<file path="src/rtl/divider_param.sv">
// divider_param: iterative restoring integer divider, one quotient bit per clock.
// Supports run-time signed (two's-complement) or unsigned operation, with a
// start/busy/done handshake and sticky-until-next-result divide-by-zero and
// signed-overflow flags. The remainder takes the sign of the dividend.
//
// Ports:
//   clk          rising-edge clock
//   rst_n        asynchronous active-low reset
//   start        request, sampled only while busy=0
//   signed_mode  1 = signed operands/results, 0 = unsigned (sampled with start)
//   dividend     numerator (sampled with start)
//   divisor      denominator (sampled with start)
//   busy         operation in progress
//   done         one-cycle pulse, results valid
//   quotient     result quotient, held until the next result
//   remainder    result remainder, held until the next result
//   div_by_zero  divisor was zero for the last result
//   overflow     signed most-negative / -1 occurred for the last result
module divider_param #(
  parameter int WIDTH = 8,
  parameter int CNT_W = $clog2(WIDTH + 1)
) (
  input  logic             clk,
  input  logic             rst_n,
  input  logic             start,
  input  logic             signed_mode,
  input  logic [WIDTH-1:0] dividend,
  input  logic [WIDTH-1:0] divisor,
  output logic             busy,
  output logic             done,
  output logic [WIDTH-1:0] quotient,
  output logic [WIDTH-1:0] remainder,
  output logic             div_by_zero,
  output logic             overflow
);

  localparam logic [1:0] S_IDLE = 2'd0;
  localparam logic [1:0] S_RUN  = 2'd1;
  localparam logic [1:0] S_FIX  = 2'd2;

  function automatic logic [WIDTH-1:0] neg2c(input logic [WIDTH-1:0] x);
    return ~x + WIDTH'(1);
  endfunction

  // The most-negative value maps onto itself, which is also its correct
  // unsigned magnitude, so no extra bit is needed.
  function automatic logic [WIDTH-1:0] mag(input logic [WIDTH-1:0] x, input logic sm);
    return (sm && x[WIDTH-1]) ? neg2c(x) : x;
  endfunction

  // Control and result registers (asynchronously reset).
  logic [1:0]       state_q, state_d;
  logic [CNT_W-1:0] cnt_q, cnt_d;
  logic             done_q, done_d;
  logic [WIDTH-1:0] quo_q, quo_d;
  logic [WIDTH-1:0] rem_q, rem_d;
  logic             dz_q, dz_d;
  logic             ovf_q, ovf_d;
  logic             q_neg_q, q_neg_d;
  logic             r_neg_q, r_neg_d;
  logic             dz_pend_q, dz_pend_d;
  logic             ovf_pend_q, ovf_pend_d;

  // Working datapath registers (no reset; only meaningful while busy).
  // dvd_q shifts the dividend magnitude out of its MSB while quotient bits
  // shift in at its LSB, so it ends up holding the unsigned quotient.
  logic [WIDTH-1:0] dvd_q, dvd_d;
  logic [WIDTH-1:0] dvs_q, dvs_d;
  logic [WIDTH:0]   prem_q, prem_d;
  logic [WIDTH-1:0] raw_q, raw_d;

  logic [WIDTH:0]   prem_shift;
  logic [WIDTH:0]   trial;

  assign prem_shift = {prem_q[WIDTH-1:0], dvd_q[WIDTH-1]};
  assign trial      = prem_shift - {1'b0, dvs_q};

  always_comb begin
    state_d    = state_q;
    cnt_d      = cnt_q;
    done_d     = 1'b0;
    quo_d      = quo_q;
    rem_d      = rem_q;
    dz_d       = dz_q;
    ovf_d      = ovf_q;
    q_neg_d    = q_neg_q;
    r_neg_d    = r_neg_q;
    dz_pend_d  = dz_pend_q;
    ovf_pend_d = ovf_pend_q;
    dvd_d      = dvd_q;
    dvs_d      = dvs_q;
    prem_d     = prem_q;
    raw_d      = raw_q;
    case (state_q)
      S_IDLE: begin
        if (start) begin
          dvd_d      = mag(dividend, signed_mode);
          dvs_d      = mag(divisor, signed_mode);
          raw_d      = dividend;
          prem_d     = '0;
          q_neg_d    = signed_mode & (dividend[WIDTH-1] ^ divisor[WIDTH-1]);
          r_neg_d    = signed_mode & dividend[WIDTH-1];
          dz_pend_d  = (divisor == '0);
          ovf_pend_d = signed_mode && (dividend == {1'b1, {(WIDTH-1){1'b0}}})
                       && (divisor == '1);
          cnt_d      = CNT_W'(WIDTH);
          state_d    = (divisor == '0) ? S_FIX : S_RUN;
        end
      end
      S_RUN: begin
        // Restoring step: keep the trial difference only if it is non-negative.
        if (!trial[WIDTH]) begin
          prem_d = trial;
          dvd_d  = {dvd_q[WIDTH-2:0], 1'b1};
        end else begin
          prem_d = prem_shift;
          dvd_d  = {dvd_q[WIDTH-2:0], 1'b0};
        end
        cnt_d = cnt_q - CNT_W'(1);
        if (cnt_q == CNT_W'(1)) state_d = S_FIX;
      end
      S_FIX: begin
        if (dz_pend_q) begin
          quo_d = '1;
          rem_d = raw_q;
        end else begin
          quo_d = q_neg_q ? neg2c(dvd_q) : dvd_q;
          rem_d = r_neg_q ? neg2c(prem_q[WIDTH-1:0]) : prem_q[WIDTH-1:0];
        end
        dz_d    = dz_pend_q;
        ovf_d   = ovf_pend_q;
        done_d  = 1'b1;
        state_d = S_IDLE;
      end
      default: state_d = S_IDLE;
    endcase
  end

  always_ff @(posedge clk or negedge rst_n) begin
    if (!rst_n) begin
      state_q    <= S_IDLE;
      cnt_q      <= '0;
      done_q     <= 1'b0;
      quo_q      <= '0;
      rem_q      <= '0;
      dz_q       <= 1'b0;
      ovf_q      <= 1'b0;
      q_neg_q    <= 1'b0;
      r_neg_q    <= 1'b0;
      dz_pend_q  <= 1'b0;
      ovf_pend_q <= 1'b0;
    end else begin
      state_q    <= state_d;
      cnt_q      <= cnt_d;
      done_q     <= done_d;
      quo_q      <= quo_d;
      rem_q      <= rem_d;
      dz_q       <= dz_d;
      ovf_q      <= ovf_d;
      q_neg_q    <= q_neg_d;
      r_neg_q    <= r_neg_d;
      dz_pend_q  <= dz_pend_d;
      ovf_pend_q <= ovf_pend_d;
    end
  end

  always_ff @(posedge clk) begin
    dvd_q  <= dvd_d;
    dvs_q  <= dvs_d;
    prem_q <= prem_d;
    raw_q  <= raw_d;
  end

  assign busy        = (state_q != S_IDLE);
  assign done        = done_q;
  assign quotient    = quo_q;
  assign remainder   = rem_q;
  assign div_by_zero = dz_q;
  assign overflow    = ovf_q;

endmodule
</file>
<file path="config.mk">
export PLATFORM = sky130hd
export DESIGN_NAME = divider_param
export DESIGN_NICKNAME = d
export VERILOG_FILES = /design/src/rtl/divider_param.sv
export SDC_FILE = /design/constraint.sdc
export NUM_CORES = 1
export LEC_CHECK = 0
export BUFFER_PORTS_ARGS = -buffer_cell sky130_fd_sc_hd__buf_2
export CORE_UTILIZATION = 36
export DETAILED_ROUTE_END_ITERATION = 7
export HOLD_SLACK_MARGIN = 0.03
export SETUP_SLACK_MARGIN = 0.3
export SLEW_MARGIN = 20
export SYNTH_ARGS = -nofsm -noshare
export SYNTH_HDL_FRONTEND = slang
export SYNTH_SLANG_ARGS = --single-unit
</file>
<file path="constraint.sdc">
create_clock -name clk -period 3.2 [get_ports clk]
set_clock_uncertainty 0.1 [all_clocks]
set_input_delay 0.64 -clock clk [delete_from_list [all_inputs] [get_ports clk]]
set_output_delay 0.64 -clock clk [all_outputs]
set_load 0.01 [all_outputs]
</file>
# Word-level counts from Yosys, hierarchy flattened

Index checks and enable logic that the tools add are counted.

Register bits: 61
Output and inout port bits: 20
Input bits: 20
Logic and storage cells: 65

Equality and inequality tests: 7
Multiplexer cells: 19
Reduce and logical (&&, ||, !) cells: 11
Bitwise operators: 7
Add/sub/neg operators: 6

Operators with widths:

| kind                                              | number |
|---|---|
| two-way mux 8 bit                                 | 9 |
| adder 8 x 1 -> 8 bit (second input constant)      | 4 |
| inverter 8 bit                                    | 4 |
| case mux 8 bit (2 select lines)                   | 2 |
| == test 8 bit (second input constant)             | 2 |
| subtractor 9 x 8 -> 9 bit                         | 1 |
| zero test 8 bit                                   | 1 |
| case mux 4 bit (2 select lines)                   | 1 |
| two-way mux 2 bit                                 | 3 |
| AND reduction 2 bit                               | 3 |
| == test 4 x 1 -> 1 bit (second input constant)    | 1 |
| logical AND 1 bit                                 | 4 |
| two-way mux 4 bit                                 | 1 |
| != test 2 bit (second input constant)             | 2 |
| case mux 2 bit (2 select lines)                   | 1 |
| nonzero test 2 bit                                | 2 |
| subtractor 4 x 1 -> 4 bit (second input constant) | 1 |
| bitwise AND 1 bit                                 | 2 |
| == test 2 x 1 -> 1 bit (second input constant)    | 1 |
| == test 2 bit (second input constant)             | 1 |
| zero test 2 bit                                   | 1 |
| two-way mux 1 bit                                 | 2 |
| XOR 1 bit                                         | 1 |

# Depth between registers and ports, before layout

Gate-level depths: netlist (run 1).

Word-level depth: 5
Depth in mapped cells: 9
Mapped depth without buffers: 8

# Worst setup path after synthesis (run 1)

OpenSTA, ideal clock, no wires.

Path kind: reg2reg
Start point: reg dvd_q[7]
End point: reg prem_q[7], data pin
Data required time: 2.826 ns
Setup time: 0.274 ns
Slack: 0.639 ns
Path buffers: 1
Cell stages (with the launch flop): 10
Clock period less this slack: 2.561 ns
Arrival: 2.187 ns
Cells stage by stage: edfxtp_1 -> inv_1 -> ha_1 -> fa_1 -> nand2b_1 -> a211oi_2 -> mux2i_1 -> or2_1 -> buf_6 -> a211oi_2

Cells in the longest elaborated chain, start to end: 3

Ends and longest elaborated chain:

| item                            | line | source |
|---|---|---|
| start, declared                 | 67   | `logic [WIDTH-1:0] dvd_q, dvd_d;` |
| start signal, assigned          | 168  | `dvd_q <= dvd_d;` |
| subtractor 9 x 8 -> 9 bit       | 76   | `assign trial = prem_shift - {1'b0, dvs_q};` |
| two-way mux 8 bit               | 112  | `if (!trial[WIDTH]) begin` |
| case mux 8 bit (2 select lines) | 94   | `case (state_q)` |
| end signal, assigned            | 170  | `prem_q <= prem_d;` |
| end, declared                   | 69   | `logic [WIDTH:0] prem_q, prem_d;` |

Every way passes these cells.
A chain may end at the register's enable or synchronous reset.

# Worst setup path after layout (run 1)

Same ends and word-level chain as after synthesis.

==> flow_summary.yaml, run 1 <==
logic_synthesis:
  synth_nets: 384
  synth_cells: 348
  ys_ff_latch: 61
  synth.distinct_cells: 48
  yosysSeqAreaShare_pct: 48.8
  syn_area_um2: 3460
  yosys_warnings: 0
  syn_area_per_cell_um2: 9.94
floorplan:
  start_util_pct: 37.3
  pin_count: 40
  core-area_um2: 9280
  chipHeight_um: 100
  die_w_um: 100
  dieArea_um2: 10000
  row_count: 35
place:
  place_congestion: 0.819
  place_inst: 509
  dp_hpwl_um: 5770
  io_buffers: 39
pwr:
  ir_drop_mv: 0.285
  finalPower_mw: 3.75
  sw_frac_of_total_pct: 40.0
  p_leak_nw: 1.72
  p_clk_share_pct: 16.6
  pwr-share-seq_pct: 38.4
  power_density_nw_per_um2: 942
  p_sw_mw: 1.50
  p_int_mw: 2.25
  p_comb_share_pct: 45.0
run_status:
  status: "complete, no violations"
clock_tree:
  cts_buffers: 9
  clockRootBuffer: "clkbuf_8"
  cts_setup_buffers: 0
  clk_pin_slew_worst_paths_ps: 70
  cts_sinks: 61
  cts_tree: "built"
  clockBufferDepth: 2
  clock_latency_ps: 330
  cts_hold_buf: 0
  ctsResizeCount: 0
  h-tree-depth: 3
global_routing:
  track_usage_pct: 16.0
  antenna_found_initial: 0
  gr-total-overflow: 0
  grt_pass1_wl_um: 12100
  grt_max_degree: 30
  grt_pass1_vias: 2483
sta:
  worst_pin_slew_ps: 677
  relSlewSlack_pct: 54.8
  tns_ps: 0
  worst_hold_slack_ps: 231
  finalHoldViolCount: 0
  fmax_mhz: 386
  finalCritPeriodShare_pct: 81.0
  min_period_ps: 2590
  rsz0062_at_grt: "false"
  setup_viol: 0
  finalMaxSlewViolations: 0
setup_path:
  critPathKind: "flip-flop to flip-flop"
  crit_path_end_kind: "flip-flop"
  worstRegToRegCells: 8
  cp-start-kind: "flip-flop"
  critical_path_required_ps: 3150
  worstPathArrival_ps: 2540
  cp_max_fo: 7
hold_path:
  hp-class: "input port to async pin"
finish:
  areaGrowthSynthToFinish_pct: 15.0
  final_common_cell: "nand2_1"
  layout_common_cells: "nand2_1 (45), buf_2 (39), edfxtp_1 (32)"
  fin_nets: 427
  drive_above_1_share_pct: 17.2
  n_antenna_cell: 0
  fillCellCount: 930
  fin_cells: 525
route:
  drc_errors: 0
  drt_first_iter_violations: 165
  firstDrtPassIters: 4
  ant_nets: 0
  vias: 2582
  wl_um: 7410
  post_drt_wl_per_cell_um: 14.1
  viasPerCell: 4.92
job:
  drv_cap: 0
==> cell type report <==
| type | count | area [um2] | share of cell area, % |
|---|---|---|---|
| clock inverters | 1 | 5.00 | 0.126 |
| clock buffers | 15 | 178 | 4.46 |
| multi-input cells | 253 | 1640 | 41.2 |
| well taps | 129 | 161 | 4.06 |
| repair buffers | 43 | 225 | 5.66 |
| flip-flops and latches | 61 | 1690 | 42.4 |
| inverters | 23 | 86.3 | 2.17 |
==> registers in the layout (all words and copies together) (netlist names) <==
register,count
dvd_q,8
dvs_q,8
prem_q,8
quotient,8
raw_q,8
remainder,8
cnt_q,4
state_q,2
div_by_zero,1
done,1
dz_pend_q,1
overflow,1
ovf_pend_q,1
q_neg_q,1
r_neg_q,1
==> routing by layer <==
| layer | track usage (%) | routed length, um |
|---|---|---|
| met1 | 22.4 | 3550 |
| met2 | 24.0 | 3330 |
| met3 | 4.53 | 474 |
| met4 | 4.79 | 53 |
| met5 | 0 | 0 |
==> worst paths after layout <==
check                              from            to  slack [ps]
setup / recovery               dvd_q[7]     prem_q[7]         610
hold / removal                    rst_n       q_neg_q         230
setup reg to reg               dvd_q[7]     prem_q[7]         610
hold reg to reg            remainder[0]  remainder[0]         370
max in group asynchronous         rst_n      cnt_q[0]        2340
min in group clk           remainder[0]  remainder[0]         370
==> worst max-delay path, stage by stage (launching register included) <==
cell and delay [ps]:
edfxtp_1 360, inv_1 70, ha_1 230, fa_1 420
nand2b_1 210, a211oi_2 230, mux2i_1 240, or2_1 330
a211oi_2 120
==> power by group through the flow <==
stage	logic [mW]	registers (mW)	clock network (mW)
CTS	1.70	1.44	0.641
floorplan	1.28	1.39	0
finish	1.69	1.44	0.622
detailed placement	1.69	1.46	0
global route	1.91	1.48	0.677
global placement	1.66	1.45	0
==> cells in the mapped netlist (all sizes together) <==
master   number  share of area (%)
nand2        46                5.1
edfxtp       32                 28
nor2         30                3.3
o21ai        30                4.3
dfrtp        29                 21
inv          23                2.5
xnor2        18                4.6
a21oi        15                2.3
ha           15                5.4
mux2i        11                3.2
nand2b       10                1.8
clkbuf        9               0.98
nand3         8                1.2
nor3          8                1.2
xor2          8                2.0
o31ai         7                2.0
nor2b         6                1.1
a211oi        4                1.2
or3           4               0.72
a31o          3               0.76
nor4          3               0.54
and2          2               0.36
buf           2               0.43
mux2          2               0.65
nand3b        2               0.43
nand4         2               0.36
o2111ai       2               0.51
o21a          2               0.43
o22ai         2               0.36
o41ai         2               0.72
or2           2               0.36
or4           2               0.43
a22o          1               0.25
fa            1               0.58
nor3b         1               0.22
o211a         1               0.29
o21bai        1               0.22
o221ai        1               0.43
o31a          1               0.25
==> metrics by stage <==
step | area (um2) | util (%) | worst slack (ps)
after floorplan | 3460 | - | 639
after global placement | 3800 | 40.9 | 690
after detailed placement | 3800 | 40.9 | 645
after CTS | 3980 | 42.9 | 611
after global routing | 3980 | 42.9 | 476
final | 3980 | 42.9 | 609
==> kinds of logic (layout without fill, tap and decap cells) <==
logic type,after synthesis,in the layout,synth area share [%]
AO/OA/AOI/OAI,72,72,14.0
XOR/XNOR,26,26,6.58
adder cells (fa/ha/maj),16,16,6.00
buffers and inverters,34,82,3.91
flip-flops,61,61,48.8
multiplexers,13,13,3.83
AND/OR/NAND/NOR,126,126,17.0
Note: power is estimated with default switching activity, not from simulation.
==> inputs of run 2 (changes only) <==
- ABC_AREA: unset -> 1
- clock period: 3.2 -> 2.5 ns (I/O delays scaled with it)
==> flow_summary.yaml, run 2 <==
run_status:
  status: "complete, no violations"
setup_path:
  crit_family: "simple AND/OR/NAND/NOR gates"
  crit_cells: 9
  r2r-start: "prem_q[6]"
  cpMostUsedCell: "nand2_4"
  critPathKind: "flip-flop to flip-flop"
  startpoint: "prem_q[6]"
  path_buf_inv: 1
  crit_chain: "ha_1, nand2_2, inv_1, a21oi_4, nand2_4, nand2_4, nand2_4, nor2_1, nor2_1"
  cp_max_fo: 5
  crit_path_end_kind: "flip-flop"
  critical_path_required_ps: 2510
  slowest_stage: "edfxtp_1"
  worstRegToRegCells: 9
  cp-start-kind: "flip-flop"
  cpPeakStageDelay_ps: 460
  worstPathArrival_ps: 2060
pwr:
  power_density_nw_per_um2: 1290
  sw_frac_of_total_pct: 44.0
  p_leak_nw: 2.00
  ir_drop_mv: 0.448
  pwr-share-seq_pct: 34.9
  p_clk_share_pct: 17.0
  p_int_mw: 3.01
  p_comb_share_pct: 48.1
  p_sw_mw: 2.36
  finalPower_mw: 5.37
logic_synthesis:
  synth_edf_count: 32
  synth_adder_area_share_pct: 5.80
  synth_top_family_by_area: "simple AND/OR/NAND/NOR gates"
  synth.distinct_cells: 36
  syn_area_um2: 3580
  synth_top_area_share_pct: 26.9
  synthSimpleGateAreaFrac_pct: 27.5
  synth_cells: 425
  yosysSeqAreaShare_pct: 47.1
  yosys.area.top_type: "edfxtp_1"
  yosys_warnings: 0
  ys_ff_latch: 61
  synth.area.top_cells: "edfxtp_1 (27%), dfrtp_1 (20%), nand2_1 (9.7%), inv_1 (6.5%), nand3_1 (5.5%)"
  synthArstFlopShare_pct: 47.5
  ys_top_cells_by_count: "nand2_1 (92), inv_1 (62), nor2_1 (45)"
  synth_xor_xnor_area_share_pct: 3.67
  synth_mux_area_share_pct: 0
  synth_compound_gate_area_share_pct: 8.01
  synth_nets: 461
  synthFlopType: "edfxtp_1"
  syn_area_per_cell_um2: 8.42
  synth.most_common_cell: "nand2_1"
finish:
  areaGrowthSynthToFinish_pct: 16.7
  drive_above_1_share_pct: 17.7
  layout_common_cells: "nand2_1 (91), inv_1 (62), nor2_1 (45)"
  fin_nets: 510
  final_common_cell: "nand2_1"
  final_area_um2: 4180
  n_antenna_cell: 0
floorplan:
  pin_count: 40
  start_util_pct: 37.0
  row_count: 36
  chipHeight_um: 102
  dieArea_um2: 10300
  die_w_um: 102
  core-area_um2: 9680
sta:
  worst_pin_slew_ps: 667
  tns_ps: 0
  rsz0062_at_grt: "false"
  worst_hold_slack_ps: 79.3
  relSlewSlack_pct: 55.5
  finalMaxSlewViolations: 0
  min_period_ps: 2060
  setup_viol: 0
  finalCritPeriodShare_pct: 82.3
  fmax_mhz: 486
  finalHoldViolCount: 0
global_routing:
  antenna_found_initial: 0
  grt_pass1_vias: 2784
  track_usage_pct: 17.1
  grt_max_degree: 30
  grt_pass1_wl_um: 13300
  gr-total-overflow: 0
clock_tree:
  clock_latency_ps: 340
  clockBufferDepth: 2
  cts_buffers: 9
  clockRootBuffer: "clkbuf_8"
  h-tree-depth: 3
  cts_tree: "built"
  clk_pin_slew_worst_paths_ps: 80
  cts_sinks: 61
  cts_hold_buf: 0
hold_path:
  hp-class: "input port to async pin"
route:
  drt_first_iter_violations: 198
  drc_errors: 0
  ant_nets: 0
  wl_um: 8120
  post_drt_wl_per_cell_um: 13.3
  firstDrtPassIters: 4
  viasPerCell: 4.71
  vias: 2881
place:
  dp_hpwl_um: 6320
  placed_area_um2: 3920
  place_congestion: 0.887
  io_buffers: 39
job:
  drv_cap: 0
-- run 2: cell types whose count changed in the layout (fill, tap and decap cells not counted), sizes merged, moves of 5 or more --
cell	previous run	this run
inv	23	67
mux2i	11	0
xnor2	18	3
nand3	8	42
o211ai	0	5
o31ai	7	0
nand2b	10	0
nor2	30	49
nand2	46	100
nand4	2	7
nor2b	6	0
o21ai	30	23
-- run 2: metal layers --
layer	wire length, um	vias up	track usage (%)
met5	0	-	0
li1	-	1493	-
met1	3740	1323	22.6
met3	390	10	3.31
met4	127	0	6.02
met2	3860	55	27.8
-- run 2: through the flow --
step / setup WS, ps / utilization, % / std cells
after CTS: 323 / 42.7 / 609
final: 442 / 43.1 / 612
after global routing: 292 / 43.1 / 612
after detailed placement: 335 / 40.5 / 593
after global placement: 366 / 40.5 / 593
after floorplan: 470 / - / 425
-- run 2: logic make-up after synthesis --
group | count (synthesis)
xor gates and xnor gates | 15
buffers and inverters | 72
adders and majority gates | 16
AOI/OAI and AO/OA | 49
and+or+nand+nor | 212
DFF | 61
-- run 2: final timing paths --
| check | slack (ps) | end |
|---|---|---|
| setup / recovery | 440 | prem_q[7] |
| min in group clk | 270 | raw_q[1] |
| setup reg to reg | 440 | prem_q[7] |
| max in group asynchronous | 1780 | cnt_q[2] |
| hold reg to reg | 370 | overflow |
| hold / removal | 80 | div_by_zero |
-- run 2: power groups by stage --
stage | logic, mW | registers (mW) | clock network [mW]
2_1_floorplan | 1.89 | 1.84 | 0
4_1_cts | 2.55 | 1.88 | 0.925
3_5_place_dp | 2.53 | 1.90 | 0
6_report | 2.58 | 1.88 | 0.911
3_3_place_gp | 2.48 | 1.89 | 0
5_1_grt | 2.96 | 1.92 | 0.965
-- run 2: area by class of cell --
type	count	area, um2
fill	971	5510
sequential	61	1690
multi-input combinational	292	1630
inverter	66	248
timing repair buffer	44	233
clock buffer	11	174
tap	133	166
clock inverter	5	37.5
-- run 2: what timing repair did --
action / CTS / global route
gates resized for setup: 0 / 4
setup endpoints to repair: 0 / 9
buffers inserted: 0 / 3
